[src/rtl/hpe_pkg.sv]
// Shared types and bit-vector helpers for the high-priority encoder drain.
// Helpers work on MAX_W-bit vectors; callers zero-extend narrower inputs.
package hpe_pkg;

  localparam int MAX_W = 256;

  typedef enum logic {IDLE, DRAIN} hpe_state_t;

  function automatic logic [7:0] msb_index(input logic [MAX_W-1:0] vec, input int width);
    logic [7:0] idx;
    idx = '0;
    for (int i = 0; i < MAX_W; i++) begin
      if (i < width && vec[i]) idx = 8'(i);
    end
    return idx;
  endfunction

  function automatic logic is_onehot(input logic [MAX_W-1:0] vec);
    return (vec != '0) && ((vec & (vec - MAX_W'(1))) == '0);
  endfunction

  function automatic logic [8:0] popcount(input logic [MAX_W-1:0] vec);
    logic [8:0] cnt;
    cnt = '0;
    for (int i = 0; i < MAX_W; i++) cnt = cnt + 9'(vec[i]);
    return cnt;
  endfunction

endpackage

[src/rtl/hpe_msb_finder.sv]
// Combinational lookup: pending vector -> highest set index and last-bit flag.
module hpe_msb_finder
  import hpe_pkg::*;
#(
  parameter  int WIDTH = 8,
  localparam int IDX_W = $clog2(WIDTH)
) (
  input  logic [WIDTH-1:0] pending_i,
  output logic [IDX_W-1:0] idx_o,
  output logic             last_o
);

  logic [MAX_W-1:0] vec_ext;

  assign vec_ext = MAX_W'(pending_i);
  assign idx_o   = IDX_W'(msb_index(vec_ext, WIDTH));
  assign last_o  = is_onehot(vec_ext);

endmodule

[src/rtl/high_priority_encoder_drain.sv]
// Captures a request vector and streams out each set index, highest first.
// Optional macro HPE_REMAINING_COUNT_EN adds Remaining_Out = popcount(pending).
module high_priority_encoder_drain
  import hpe_pkg::*;
#(
  parameter  int WIDTH = 8,
  localparam int IDX_W = $clog2(WIDTH)
) (
  input  logic             Clock_In,
  input  logic             Reset_In,
  input  logic [WIDTH-1:0] Data_In,
  input  logic             Data_Valid_In,
  output logic             Data_Ready_Out,
  output logic [IDX_W-1:0] Encoded_Value_Out,
  output logic             Encoded_Valid_Out,
  output logic             Encoded_Last_Out,
  input  logic             Encoded_Ready_In,
`ifdef HPE_REMAINING_COUNT_EN
  output logic [IDX_W:0]   Remaining_Out,
`endif
  output logic             Busy_Out
);

  hpe_state_t       state_q, state_d;
  logic [WIDTH-1:0] pending_q, pending_d;
  logic             out_en_q;
  logic [IDX_W-1:0] msb_idx;
  logic             msb_last;
  logic             xfer;

  hpe_msb_finder #(.WIDTH(WIDTH)) u_msb_finder (
    .pending_i (pending_q),
    .idx_o     (msb_idx),
    .last_o    (msb_last)
  );

  assign xfer = (state_q == DRAIN) && Encoded_Ready_In;

  always_comb begin
    // NOTE: defaults first so every path assigns every signal; otherwise a latch is inferred.
    state_d   = state_q;
    pending_d = pending_q;
    unique case (state_q)
      IDLE: begin
        // Capture only while Data_Ready_Out is shown, i.e. not on the release edge.
        if (Data_Valid_In && out_en_q) begin
          pending_d = Data_In;
          if (Data_In != '0) state_d = DRAIN;
        end
      end
      DRAIN: begin
        if (xfer) begin
          pending_d[msb_idx] = 1'b0;
          if (msb_last) state_d = IDLE;
        end
      end
      default: state_d = IDLE;
    endcase
  end

  // NOTE: sequential state uses non-blocking assignments so all registers update together.
  always_ff @(posedge Clock_In) begin
    if (!Reset_In) begin
      state_q   <= IDLE;
      pending_q <= '0;
      out_en_q  <= 1'b0;
    end else begin
      state_q   <= state_d;
      pending_q <= pending_d;
      out_en_q  <= 1'b1;
    end
  end

  // Outputs derive from registers only; out_en_q holds Data_Ready_Out low through reset.
  assign Data_Ready_Out    = out_en_q && (state_q == IDLE);
  assign Busy_Out          = (state_q == DRAIN);
  assign Encoded_Valid_Out = (state_q == DRAIN);
  assign Encoded_Value_Out = msb_idx;
  assign Encoded_Last_Out  = msb_last;

`ifdef HPE_REMAINING_COUNT_EN
  assign Remaining_Out = (IDX_W+1)'(popcount(MAX_W'(pending_q)));
`endif

endmodule

[config.mk]
export PLATFORM = sky130hd
export DESIGN_NAME = high_priority_encoder_drain
export DESIGN_NICKNAME = d
export VERILOG_FILES = /design/src/rtl/hpe_pkg.sv /design/src/rtl/hpe_msb_finder.sv /design/src/rtl/high_priority_encoder_drain.sv
export SDC_FILE = /design/constraint.sdc
export NUM_CORES = 1
export LEC_CHECK = 0
export ABC_AREA = 1
export BUFFER_PORTS_ARGS = -buffer_cell sky130_fd_sc_hd__buf_2
export CORE_AREA = 2 2 42 60
export DETAILED_ROUTE_END_ITERATION = 10
export DIE_AREA = 0 0 44 62
export PLACE_DENSITY = 0.56
export SYNTH_ARGS = -nofsm -noshare
export SYNTH_HDL_FRONTEND = slang
export SYNTH_SLANG_ARGS = --single-unit
[constraint.sdc]
create_clock -name Clock_In -period 1 [get_ports Clock_In]
set_input_delay 0.05 -clock Clock_In [delete_from_list [all_inputs] [get_ports Clock_In]]
set_output_delay 0.05 -clock Clock_In [all_outputs]
set_load 0.01 [all_outputs]
==> impl_metrics.toml <==
[synthesis]
yosysUniqueCellTypes = 19
synth-seq-cells = 10
seq_area_frac_synth_pct = 29.57
yosys_warnings = 0
synth_top_family_by_area = "simple AND/OR/NAND/NOR gates"
synth.top_cell.area_share_pct = 29.57
synth_compound_area_share_pct = 11.83
syn-cell-area_um2 = 676.9
synth_fp_nets = 127
synthSimpleGateAreaFrac_pct = 47.50
yosys.area.top_type = "dfxtp_1"
synth-xor-area-share_pct = 0
synth.area.top_cells = "dfxtp_1 (30%), nand2_1 (28%), a21oi_1 (6.7%)"
synth.area.mux_share_pct = 0
synth_cells = 115
avgSynthCellArea_um2 = 5.886
synth_adder_area_share_pct = 0

[sta]
finalHoldViolCount = 0
relSlewSlack_pct = 75.76
max_freq_mhz = 746.1
fin_crit_sh_pct = 134.0
skew_ps = 4.294
hold_ws_ps = 42.14
worst_pin_slew_ps = 360.8
rsz0062_at_grt = "yes"
setup_viol = 11
slew_viol_final = 0
min_period_ps = 1340
postLayoutSetupSlackWorst_ps = -340.3

[placed_design]
dp.final_hpwl_mm = 1.360
dpl_worst_slack_ps = -230.2
gp_congestion = 0.8544
postPlaceCellArea_um2 = 870.8
placed_cells = 163
port_buffers = 18

[route]
wl_met3_um = 40
top_layer = "met4"
drc = 0
wl_mm = 1.812
wl_met1_um = 658
wire_per_inst_um = 10.41
vias = 817
ant_nets = 0
firstDrtPassIters = 4
wl_met2_mm = 1.066
viasPerCell = 4.695
drt_iter0_markers = 12

[hold_path]
hold_start = "Data_In[6]"
hold_end = "pending_q[6]$_SDFFE_PN0P_"
whs_path_depth = 3
min_path_type = "in2reg"

[critical_path]
regToRegSetupSlack_ps = -300
cp_slowest_cell = "dfxtp_4"
cpLargestDelayFamily = "simple AND/OR/NAND/NOR gates"
worst_path_most_repeated_cell = "nand2_2"
crit_buf_inv = 1
crit_arrival_ps = 1290
r2r_start = "pending_q[1]$_SDFFE_PN0P_"
required_ps = 950
r2r_end = "Busy_Out$_SDFF_PN0_"
cpPeakStageDelay_ps = 360
endpoint_kind = "primary output"
crit_fanout = 5
reg2regPathDepth = 11
worstSetupPathType = "reg2out"
critPathLaunchType = "flop"
worstPathCellList = "nor2_4 -> nand2_2 -> nand2_2 -> nand2_1 -> nand2_1 -> nand2_2 -> nor2_4 -> buf_6"

[floorplan]
dieArea_um2 = 2728
fp-row-count = 21
die_h_um = 62
start_util_pct = 29.96
io_pins = 19
coreArea_um2 = 2260
fp.dieW_um = 44

[grt]
overflow = 0
grt_max_degree = 10
grt_pass1_vias = 708
antenna_found_initial = 0
grtUsageTotal_pct = 13.81
grt_pass1_wl_mm = 2.760

[power_and_ir_drop]
ir_drop_mv = 0.6262
power.leakage_uw = 0.0005301
finalPower_uw = 1266
powerDensity_nw_per_um2 = 1123

[run]
cap_violations = 0

[cells_and_area]
final_cells = 174
design_area_um2 = 1127
syn_to_final_growth_pct = 66.54
nNetsFinal = 165
drive_gt1_share_pct = 59.60
num_antenna_cells = 0
mostFrequentLayoutCell = "nand2_1"
mostFrequentLayoutCells = "nand2_1 (40), buf_2 (15), nand2_2 (12)"

[clock_tree]
clk_pin_slew_worst_paths_ps = 60
root_buffer = "clkbuf_4"
cts_max_level = 1
cts_tree = "built"
clockBufferDepth = 2
cts.sinks = 10
cts_buffers = 3
insertion_delay_ps = 250

[outcome]
status = "finished, violations left"
violations = "setup timing"
## cell type report
cell class,instances,area [um2]
Sequential cell,10,226.5
Inverter,15,66.31
Timing Repair Buffer,34,250.2
Timing Repair inverter,1,8.758
Tap cell,23,28.78
Multi-Input combinational cell,88,524.3
Clock buffer,3,22.52
Fill cell,231,1132
## through the flow
stage | setup TNS, ps | utilization [%]
6_report | -2625 | 49.89
5_1_grt | -3691 | 49.89
4_1_cts | -2433 | 43.58
3_5_place_dp | -1455 | 38.54
3_3_place_gp | -1360 | 38.54
2_1_floorplan | -599.8 | -
## sequential cells by signal, indices dropped and copies added (netlist names)
name,cells
Busy_Out,1
out_en_q,1
pending_q,8
## kinds of logic (layout without fill, tap and decap cells)
kind of cell / count (synthesis) / in the layout
AND/OR/NAND/NOR: 73 / 73
AO/OA/AOI/OAI: 15 / 15
buffers and inverters: 17 / 53
flip-flops: 10 / 10
## how the worst max path moves through the flow
| stage | cells after the start | from | endpoint | slack [ps] |
|---|---|---|---|---|
| global placement | 10 | pending_q[0]$_SDFFE_PN0P_ | Busy_Out$_SDFF_PN0_ | -230 |
| finish | 8 | pending_q[1]$_SDFFE_PN0P_ | Encoded_Last_Out | -340 |
| global route | 8 | pending_q[1]$_SDFFE_PN0P_ | Encoded_Last_Out | -440 |
| detailed placement | 10 | pending_q[0]$_SDFFE_PN0P_ | Busy_Out$_SDFF_PN0_ | -230 |
| floorplan | 10 | pending_q[1]$_SDFFE_PN0P_ | Busy_Out$_SDFF_PN0_ | -110 |
| CTS | 8 | pending_q[2]$_SDFFE_PN0P_ | Encoded_Last_Out | -340 |
## synth_stat cells (all sizes together)
master / count
a21boi: 2
a21oi: 9
buf: 2
clkinv: 2
dfxtp: 10
inv: 13
nand2: 57
nand3: 3
nor2: 10
nor3: 1
nor4: 2
o21ai: 4
## layer usage
layer,GRT usage (%),vias up
met5,0,-
met4,9.091,0
met3,0.8671,4
met2,27.73,11
met1,13.16,378
li1,-,424
## power by group
| part | leakage (uW) | switching, uW | internal [uW] |
|---|---|---|---|
| sequential | 0.0000876 | 33.6 | 415 |
| combinational | 0.000429 | 281 | 281 |
| clock | 0.0000138 | 118 | 138 |
| total | 0.000530 | 432 | 833 |
## tightest hold or removal path: stages
cell     delay [ps]
buf_2           110
nand2_2          60
a21oi_2          40
## timing repair
item                                    in CTS  in global routing
setup buffers                                3                  3
gates resized for setup                     18                 36
gates cloned                                 0                  1
endpoints found under the hold margin        1                  0
pin swaps                                   10                 20
hold buffers                                 1                  0
endpoints found under the setup margin      13                 13
(Power assumes the default switching activity.)
